`src/rtl/sonar_uc_pkg.sv`:
```
// rtl/sonar_uc_pkg.sv - shared state encodings and defaults for the sonar sweep controller
package sonar_uc_pkg;

    localparam int NUM_CHARS_DEF      = 8;
    localparam int TIMEOUT_MEDIDA_DEF = 2_500_000;
    localparam int SEL_W              = 3;

    typedef enum logic [3:0] {
        INICIAL        = 4'd0,
        PREPARA        = 4'd1,
        MEDE           = 4'd2,
        AGUARDA_MEDIDA = 4'd3,
        TRANSMITE      = 4'd4,
        ESPERA_TX      = 4'd5,
        PROX_CHAR      = 4'd6,
        ATUALIZA       = 4'd7,
        ESPERA_TIMER   = 4'd8
    } estado_t;

endpackage

```
`src/rtl/sonar_uc_contador_m.sv`:
```
// rtl/sonar_uc_contador_m.sv - modulo-M counter flagging its terminal count
module contador_m #(
    parameter int M = 16,
    parameter int N = (M > 1) ? $clog2(M) : 1
) (
    input  logic clock,
    input  logic reset,
    input  logic zera,
    input  logic conta,
    output logic fim
);

    localparam logic [N-1:0] ULTIMO = N'(M - 1);

    logic [N-1:0] q;

    always_ff @(posedge clock or negedge reset) begin
        if (!reset) begin
            q <= '0;
        end else if (zera) begin
            q <= '0;
        end else if (conta) begin
            q <= (q == ULTIMO) ? '0 : q + N'(1);
        end
    end

    assign fim = (q == ULTIMO);

endmodule

```
`src/rtl/sonar_uc.sv`:
```
// rtl/sonar_uc.sv - sonar sweep sequencer: measure, transmit characters, step position, wait timer
module sonar_uc
    import sonar_uc_pkg::*;
#(
    parameter int NUM_CHARS      = NUM_CHARS_DEF,
    parameter int TIMEOUT_MEDIDA = TIMEOUT_MEDIDA_DEF
) (
    input  logic             clock,
    input  logic             reset,
    input  logic             ligar,
    input  logic             pronto_medida,
    input  logic             pronto_serial,
    input  logic             fim_timer,
    output logic             reset_servo,
    output logic             zera_posicao,
    output logic             conta_posicao,
    output logic             zera_timer,
    output logic             conta_timer,
    output logic             medir,
    output logic             partida_serial,
    output logic [SEL_W-1:0] sel_letra,
    output logic             fim_ciclo,
    output logic             erro_medida,
    output logic [3:0]       db_estado
);

    localparam logic [SEL_W-1:0] ULTIMO_CHAR = SEL_W'(NUM_CHARS - 1);

    estado_t          estado, prox;
    logic [SEL_W-1:0] sel_prox;
    logic             retry, retry_prox;
    logic             erro_prox;
    logic             timeout;

    // Counter is cleared while requesting and counts only while waiting,
    // so the terminal count lands on the TIMEOUT_MEDIDA-th wait cycle.
    contador_m #(
        .M(TIMEOUT_MEDIDA)
    ) u_timeout (
        .clock (clock),
        .reset (reset),
        .zera  (estado == MEDE),
        .conta (estado == AGUARDA_MEDIDA),
        .fim   (timeout)
    );

    always_ff @(posedge clock or negedge reset) begin
        if (!reset) begin
            estado      <= INICIAL;
            sel_letra   <= '0;
            retry       <= 1'b0;
            erro_medida <= 1'b0;
        end else begin
            estado      <= prox;
            sel_letra   <= sel_prox;
            retry       <= retry_prox;
            erro_medida <= erro_prox;
        end
    end

    always_comb begin
        prox           = estado;
        sel_prox       = sel_letra;
        retry_prox     = retry;
        erro_prox      = erro_medida;
        reset_servo    = 1'b0;
        zera_posicao   = 1'b0;
        conta_posicao  = 1'b0;
        zera_timer     = 1'b0;
        conta_timer    = 1'b0;
        medir          = 1'b0;
        partida_serial = 1'b0;
        fim_ciclo      = 1'b0;
        case (estado)
            INICIAL: begin
                if (ligar) prox = PREPARA;
            end
            PREPARA: begin
                reset_servo  = 1'b1;
                zera_posicao = 1'b1;
                zera_timer   = 1'b1;
                retry_prox   = 1'b0;
                prox         = MEDE;
            end
            MEDE: begin
                medir = 1'b1;
                prox  = AGUARDA_MEDIDA;
            end
            AGUARDA_MEDIDA: begin
                // A reply arriving on the timeout cycle still counts as valid.
                if (pronto_medida) begin
                    erro_prox = 1'b0;
                    prox      = TRANSMITE;
                end else if (timeout) begin
                    if (!retry) begin
                        retry_prox = 1'b1;
                        prox       = MEDE;
                    end else begin
                        erro_prox = 1'b1;
                        prox      = TRANSMITE;
                    end
                end
            end
            TRANSMITE: begin
                partida_serial = 1'b1;
                prox           = ESPERA_TX;
            end
            ESPERA_TX: begin
                if (pronto_serial) prox = PROX_CHAR;
            end
            PROX_CHAR: begin
                if (sel_letra == ULTIMO_CHAR) begin
                    sel_prox = '0;
                    prox     = ATUALIZA;
                end else begin
                    sel_prox = sel_letra + SEL_W'(1);
                    prox     = TRANSMITE;
                end
            end
            ATUALIZA: begin
                conta_posicao = 1'b1;
                zera_timer    = 1'b1;
                fim_ciclo     = 1'b1;
                retry_prox    = 1'b0;
                prox          = ESPERA_TIMER;
            end
            ESPERA_TIMER: begin
                conta_timer = 1'b1;
                if (fim_timer) prox = ligar ? MEDE : INICIAL;
            end
            default: begin
                prox = INICIAL;
            end
        endcase
    end

    assign db_estado = estado;

endmodule
```
`config.mk`:
```
export PLATFORM = sky130hd
export DESIGN_NAME = sonar_uc
export DESIGN_NICKNAME = d
export VERILOG_FILES = /design/src/rtl/sonar_uc_pkg.sv /design/src/rtl/sonar_uc_contador_m.sv /design/src/rtl/sonar_uc.sv
export SDC_FILE = /design/constraint.sdc
export NUM_CORES = 1
export LEC_CHECK = 0
export ABC_AREA = 1
export CAP_MARGIN = 15
export CORE_UTILIZATION = 60
export DETAILED_ROUTE_END_ITERATION = 8
export PLACE_DENSITY = 0.84
export RECOVER_POWER = 50
export SLEW_MARGIN = 10
export SYNTH_ARGS = -nofsm -noshare
export SYNTH_HDL_FRONTEND = slang
export SYNTH_HIERARCHICAL = 1
export SYNTH_SLANG_ARGS = --single-unit
```
`constraint.sdc`:
```
create_clock -name clock -period 5.1 [get_ports clock]
set_clock_uncertainty 0.15 [all_clocks]
set_input_delay 0.51 -clock clock [delete_from_list [all_inputs] [get_ports clock]]
set_output_delay 0.51 -clock clock [all_outputs]
set_load 0.02 [all_outputs]
```
# Word level (Yosys, flattened, before mapping)
# Cells that the tools add are included.
# W data, S select, Z words.
# totals
register_bits	31
output_inout_bits	16
word_cells	57
# op_classes
addsub	2
n_eq_ne	16
n_mux	25
n_reduce_logical	9
# ops
operator	n
$mux W22	3
$pmux W4 S9	1
$add A22 B1 Y22 const B	1
$eq A22 B22 Y1 const B	1
$mux W4	5
$eq A4 B3 Y1 const B	4
$mux W1	11
$ne A2 B2 Y1 const B	5
$eq A4 B2 Y1 const B	2
$reduce_bool A2 Y1	4
$mux W3	2
$reduce_and A3 Y1	2
$eq A4 B1 Y1 const B	1
$eq A4 B4 Y1 const B	1
$logic_not A4 Y1	1
$mux W2	2
$reduce_and A4 Y1	1
$add A3 B1 Y3 const B	1
$eq A3 B3 Y1 const B	1
$ne A3 B3 Y1 const B	1
$pmux W1 S2	1
$reduce_or A2 Y1	1

# Logic depth before layout (Yosys ltp)
# Gate-level depths: netlist (run 1).
# depth
depth_word	4
mapped_depth	12

# Modules after synthesis
# The synthesis (run 1) kept the hierarchy.
# modules_own_cells
module	n_inst	cells_each	area_each_um2	seq_area_each_um2
contador_m	1	217	1431.4	550.5
sonar_uc	1	78	581.8	225.2

# Worst setup path after synthesis (run 1)
# No wires, ideal clock.
# synth_path
path_type	register to register
startpoint	register estado[3], in the netlist db_estado[3]
endpoint	register u_timeout.q[6]
setup_time_ns	0.120
arrival_ns	2.030
t_required_ns	4.830
setup_slack_ns	2.801
path_stages_with_launch	10
period_less_slack_ns	2.299
path_cell_list	dfrtp_1 > inv_2 > nand2_2 > nor3_1 > nor2_1 > inv_1 > buf_2 > nand2_1 > xor2_1 > nor2_1
# synth_via
elab_chain_cells	2
elab_cells_between_ends	4
classes_between	eq/ne (2); mux (1); reduce/logical (1)
# synth_rtl
element	line_no	source
start: declaration	sonar_uc.sv:29	estado_t estado, prox;
start signal: assignment	sonar_uc.sv:54	estado <= prox;
$eq A4 B2 Y1 (on tied branches)	sonar_uc.sv:42, sonar_uc.sv:43	
$mux W22 or $reduce_bool A2 Y1 (tied branches)	-	
end signal: assignment	sonar_uc_contador_m.sv:23	q <= (q == ULTIMO) ? '0 : q + N'(1);
end: declaration	sonar_uc_contador_m.sv:15	logic [N-1:0] q;
# Parallel ways exist; a longest one is shown, timed or not.
# A chain may end at the register's enable or synchronous reset.

# Worst setup path in the final report (run 1)
# layout_path
startpoint	register estado[3], in the netlist db_estado[3]
endpoint	output zera_timer
# layout_via
elab_chain_cells	3
elab_cells_between_ends	4
classes_between	eq/ne (2); mux (1); reduce/logical (1)
# layout_rtl
element	line_no	source
$eq A4 B3 Y1 or $eq A4 B1 Y1 (tied branches)	sonar_uc.sv:74	case (estado)
$reduce_or A2 Y1 (no line) (*)	-	
$mux W1 (*)	sonar_uc.sv:74	
end: declaration	sonar_uc.sv:17	output logic zera_timer,
# Every way passes the cells marked *; elsewhere a longest branch is shown, timed or not.

==> results.toml, run 1 <==
[clocking]
tritoncts = "built"
clockBufferDepth = 2
clock-sinks = 31
numCtsBuffers = 5
cts_resized = 0
post_cts_buffers = 0
cts_root_buf = "clkbuf_4"
path_clk_slew_ns = 0.10
holdBufCountCts = 0
clk_latency_ns = 0.34
htree_levels = 2

[status]
violations = "max-capacitance violations, max-slew violations"
status = "finished, violations left"

[placed_design]
dp.cells = 356
place_congestion = 0.884
io_buffers = 21
post_dp_cell_area_um2 = 2250
dpl.hpwl_mm = 3.34

[cells_and_area]
design_area_um2 = 2290
finalNonFillerCells = 363
multi_input_area_um2 = 1050
fillerInstances = 289
n_antenna_cell = 0
areaGrowthSynthToFinish_pct = 13.8
drive_gt1_share_pct = 4.70
register_area_um2 = 776
nets = 329

[timing]
rsz0062_at_grt = "no"
fmax_ghz = 0.365
fin_crit_sh_pct = 53.7
slew_violations = 32
final.setup.tns_ns = 0
finalSetupViolCount = 0
finalHoldViolCount = 0
fin_hold_ws_ns = 0.381
finalCriticalPeriod_ns = 2.74
worstMarginPinSlew_ns = 1.64
relSlewSlack_pct = -9.63

[route]
drc = 0
routed_wl_mm = 4.31
drtPass1Iterations = 4
vias_per_cell = 5.02
drtAntennaViolNets = 0
num_vias = 1822
drt_iter0_markers = 119
wl_per_cell_um = 11.9

[yosys]
ys_seq_elements = 31
synth_edf_count = 0
synth_largest_area_cell = "dfrtp_1"
ys_types = 29
async_flop_share_pct = 100
ys_seq_area_share_pct = 38.5
synth_most_common_cell = "nand2_1"
synth_fp_nets = 305
syn_avg_cell_area_um2 = 6.82
synth_area_um2 = 2010
synthFlopType = "dfrtp_1"
synth_top_area_share_pct = 38.5
syn-instance-count = 295
yosys_warnings = 6
synthTopCellsByCount = "nand2_1 (85), nor2_1 (63), inv_1 (35)"
synth.top_cells.by_area = "dfrtp_1 (39%), nand2_1 (16%), nor2_1 (12%)"

[grt]
grt_usage_pct = 28.4
grt.busiest_layer = "met2"
met1_usage_pct = 34.2
grt_pass1_wl_mm = 7.39
overflow = 0
grtUsageMet3_pct = 6.93
met2_usage_pct = 47.8
antenna_found_initial = 0
grt_max_degree = 32
grt_pass1_vias = 1715

[power_and_ir_drop]
seq_power_share_pct = 36.2
p_clk_share_pct = 16.8
p_per_area_nw_per_um2 = 377
swShare_pct = 43.2
p_int_uw = 492
power_switching_uw = 373
total_leakage_power_uw = 0.00110
power_frac_comb_pct = 47.0
peakVddDrop_uv = 326

[critical_path]
cp_cell_sequence = "inv_1, nand2_1, nor2_1, inv_1, nand2_1, clkdlybuf4s50_1"
r2r-start = "db_estado[3]"
crit_family = "buffers and inverters"
crit_buf_inv = 3
r2r-end = "u_timeout/q[8]"
worst_setup_path_end_kind = "output pin"
cp_slowest_cell = "clkdlybuf4s50_1"
path_max_fanout = 5
crit_type = "reg2out"
arrival_ns = 2.08
rr_worst_depth = 10
rrSetupSlack_ns = 2.51
crit_required_ns = 4.44
cp-start-kind = "flop"
cp_slowest_stage_delay_ns = 0.60

[floorplan]
die-area_um2 = 3590
core_area_um2 = 3130
fp.dieH_um = 59.9
pin_count = 22
rows = 20
die_w_um = 59.9
initial_core_util_pct = 64.4

[hold_path]
hold_start = "retry"
whs_path_depth = 2
min_to = "retry"
hold_class = "reg2reg"

[run]
cap_violations = 1
[cell type report]
| cell class | count | area share, % |
|---|---|---|
| Multi-Input combinational cell | 221 | 45.7 |
| Tap cell | 44 | 2.40 |
| Sequential cell | 31 | 33.9 |
| Clock inverter | 1 | 0.218 |
| Clock buffer | 6 | 2.24 |
| Timing Repair Buffer | 22 | 9.34 |
| Inverter | 38 | 6.23 |
[sequential cells by signal (all words and copies together), names as in the netlist]
name	count
sel_letra	3
erro_medida	1
db_estado	4
retry	1
u_timeout/q	22
[metal layers]
metal	share of wire, %	vias up
li1	-	960
met2	47	52
met4	2.2	0
met3	6.1	12
met5	0	-
met1	44	798
[worst max path at each step]
stage | to | depth (start not counted) | from | slack [ns]
CTS | medir | 4 | db_estado[3] | 2.43
floorplan | u_timeout/q[6] | 9 | db_estado[3] | 2.80
detailed placement | u_timeout/q[8] | 10 | db_estado[2] | 2.62
finish | zera_timer | 6 | db_estado[3] | 2.36
global route | zera_timer | 6 | db_estado[3] | 2.19
global placement | u_timeout/q[8] | 10 | db_estado[2] | 2.71
[logic make-up (layout without fill, tap and decap cells)]
logic type | Yosys count | in the layout | share of synthesized area [%]
multiplexers | 2 | 2 | 1.49
flip-flops | 31 | 31 | 38.5
AND/OR/NAND/NOR | 187 | 187 | 38.8
buffers and inverters | 43 | 67 | 8.82
XOR/XNOR | 10 | 10 | 4.35
AO/OA/AOI/OAI | 18 | 18 | 5.47
adder cells (fa/ha/maj) | 4 | 4 | 2.49
[power groups by stage]
stage	clock, µW	combinational, µW	sequential, µW
6_report	145	406	313
5_1_grt	162	448	318
3_5_place_dp	0	409	318
2_1_floorplan	0	258	340
3_3_place_gp	0	403	316
4_1_cts	150	412	314
[worst min-delay path, delay by kind of cell (launching register included)]
family	cells	cell delay, ns
compound gates	1	0.06
flops	1	0.39
buf+inv	1	0.06
[per-stage QoR]
step | power, µW | worst slack [ns] | util [%]
2_1_floorplan | 597 | 2.80 | -
4_1_cts | 876 | 2.43 | 73.8
3_5_place_dp | 727 | 2.62 | 72.0
5_1_grt | 928 | 2.19 | 73.2
6_report | 865 | 2.36 | 73.2
3_3_place_gp | 719 | 2.71 | 72.0
[cell usage in the layout, fill, tap and decap left out]
cell             synthesis  routed
and2_1                   2       2
a21o_1                   1       1
clkinv_1                 0       1
clkdlybuf4s50_1          0      20
nor3_1                   3       3
nand3b_1                 2       2
inv_2                    3       1
o21ai_0                  5       5
ha_1                     4       4
o21ai_4                  1       1
nor2_2                   2       2
clkbuf_8                 0       1
nand2_2                  4       1
a21oi_1                  8       8
clkbuf_1                 1       1
nor2_4                   1       1
nand2_1                 85      88
clkbuf_4                 0       5
nand3_1                 20      21
inv_1                   35      36
clkinv_2                 0       1
xnor2_1                  2       2
mux2_4                   2       2
nand4_1                  4       4
o22ai_1                  1       1
o211ai_1                 1       1
dfrtp_1                 31      31
xor2_1                   8       8
o21bai_1                 1       1
dlygate4sd3_1            0       1
nor2_1                  63      63
No activity file was read; power rests on OpenSTA's default activity.
==> run 2: changes to the inputs <==
--- a/config.mk
+++ b/config.mk
@@ -7,9 +7,9 @@
 export LEC_CHECK = 0
 export ABC_AREA = 1
 export CAP_MARGIN = 15
-export CORE_UTILIZATION = 60
+export CORE_UTILIZATION = 56
 export DETAILED_ROUTE_END_ITERATION = 8
-export PLACE_DENSITY = 0.84
+export PLACE_DENSITY = 0.79
 export RECOVER_POWER = 50
 export SLEW_MARGIN = 10
 export SYNTH_ARGS = -nofsm -noshare
==> constraint.sdc (replaced) <==
create_clock -name clock -period 2.8 [get_ports clock]
set_clock_uncertainty 0.15 [all_clocks]
set_input_delay 0.28 -clock clock [delete_from_list [all_inputs] [get_ports clock]]
set_output_delay 0.28 -clock clock [all_outputs]
set_load 0.02 [all_outputs]
==> run 2 against run 1 <==
The flow still finishes with violations (max-capacitance violations, max-slew violations); wire length increased by 3.5%; sequential share of layout area decreased by 0.22 points; sequential cell count unchanged; setup slack got worse by 2.1 ns; design area increased by 0.66%; non-clock buffer count increased by 1; first-iteration DRC count increased by 8.4%; hold slack improved by 0.0091 ns; clock-buffer cell count unchanged; combinational power increased by 88%.
==> results.toml, run 2 (synthesized netlist as in run 1, its figures left out) <==
[status]
status = "finished, violations left"
violations = "max-capacitance violations, max-slew violations"

[route]
num_vias = 1880
vias_per_cell = 5.14
drt_iter0_markers = 129
drc = 0
routed_wl_mm = 4.46
wl_per_cell_um = 12.2
drtAntennaViolNets = 0
drtPass1Iterations = 4

[clocking]
clockBufferDepth = 2
cts_resized = 0
numCtsBuffers = 5
clk_latency_ns = 0.34
holdBufCountCts = 0
path_clk_slew_ns = 0.09
tritoncts = "built"
htree_levels = 2
cts_root_buf = "clkbuf_4"
clock-sinks = 31
post_cts_buffers = 0

[grt]
met1_usage_pct = 33.7
grt_pass1_vias = 1740
grt_usage_pct = 27.2
grt.busiest_layer = "met2"
met2_usage_pct = 43.6
grtUsageMet3_pct = 7.66
overflow = 0
grt_max_degree = 32
grt_pass1_wl_mm = 7.55
antenna_found_initial = 0

[timing]
finalSetupViolCount = 0
slew_violations = 32
fmax_ghz = 0.399
relSlewSlack_pct = -10.9
worstMarginPinSlew_ns = 1.66
finalCriticalPeriod_ns = 2.51
finalHoldViolCount = 0
fin_crit_sh_pct = 89.6
final.setup.tns_ns = 0
rsz0062_at_grt = "no"

[cells_and_area]
areaGrowthSynthToFinish_pct = 14.5
drive_gt1_share_pct = 5.94
largest_register_ff_count = 22
top_register = "u_timeout/q"
final_cell_mix = "nand2_1 (86), nor2_1 (63), inv_1 (36)"
n_antenna_cell = 0
fillerInstances = 286
multi_input_area_um2 = 1050
finalNonFillerCells = 366
register_area_um2 = 776
nets = 330
final_common_cell = "nand2_1"

[critical_path]
cp_slowest_cell = "clkdlybuf4s50_1"
crit_family = "buffers and inverters"
path_max_fanout = 5
cp_slowest_stage_delay_ns = 0.70
crit_type = "reg2out"
cp-start-kind = "flop"
crit_buf_inv = 2
cp_cell_sequence = "inv_1, nand2_2, nor3_1, clkdlybuf4s50_1"
worst_setup_path_end_kind = "output pin"
arrival_ns = 2.08
crit_required_ns = 2.37

[floorplan]
core_area_um2 = 3390
die-area_um2 = 3840
die_w_um = 62.0
initial_core_util_pct = 59.4
fp.dieH_um = 62.0
rows = 21
pin_count = 22

[run]
cap_violations = 1

[hold_path]
hold_class = "reg2reg"

[placed_design]
dpl.hpwl_mm = 3.32
io_buffers = 21
dp.cells = 359
place_congestion = 0.912

[power_and_ir_drop]
peakVddDrop_uv = 586
total_leakage_power_uw = 0.00111
p_per_area_nw_per_um2 = 696
-- run 2: cell count changes in the layout (fill, tap and decap cells not counted) --
cell             before  now
buf_4                 0    1
clkinv_1              1    0
clkdlybuf4s50_1      20   18
nand2_1              88   86
dlygate4sd3_1         1    3
inv_2                 1    2
nand2_2               1    3
-- run 2: layout make-up --
type | instances | area share (%)
sequential | 31 | 33.6
timing repair buffer | 23 | 9.60
tap | 46 | 2.50
clock inverter | 1 | 0.217
multi-input combinational | 221 | 45.6
clock buffer | 6 | 2.22
inverter | 38 | 6.19
-- run 2: metrics by stage --
stage	hold slack [ns]	instance area, µm²	worst slack [ns]	util (%)	total power, µW
after CTS	0.190	2320	0.330	68.4	1630
after detailed placement	0.367	2260	0.622	66.7	1340
final	0.390	2310	0.292	68.0	1610
after global placement	0.369	2260	0.719	66.7	1340
after floorplan	-0.166	2010	0.501	-	1090
after global routing	0.418	2310	0.167	68.0	1720
-- run 2: tightest hold or removal path, cell delays in order (launching register included) --
cell,delay (ns)
dfrtp_1,0.39
nand2_1,0.06
nand2_1,0.06
-- run 2: power breakdown --
group / leakage (µW) / switching, µW / total (µW) / internal [µW]
combinational: 0.000658 / 476 / 762 / 286
sequential: 0.000423 / 66.2 / 571 / 505
clock: 0.0000341 / 156 / 272 / 116
-- run 2: final timing paths --
check / from / end / slack, ns / cells after the start
setup / recovery: db_estado[3] / medir / 0.29 / 4
hold / removal: u_timeout/q[21] / u_timeout/q[21] / 0.39 / 2
setup reg to reg: db_estado[3] / u_timeout/q[8] / 0.54 / 10
hold reg to reg: u_timeout/q[21] / u_timeout/q[21] / 0.39 / 2
max in group asynchronous: reset / u_timeout/q[3] / 0.79 / 2
min in group asynchronous: reset / u_timeout/q[14] / 0.74 / 2
-- run 2: layer usage --
| layer | wire length (µm) | share of wire, % |
|---|---|---|
| met1 | 1980 | 44 |
| met2 | 2110 | 47 |
| met3 | 274 | 6.1 |
| met4 | 99 | 2.2 |
| met5 | 0 | 0 |
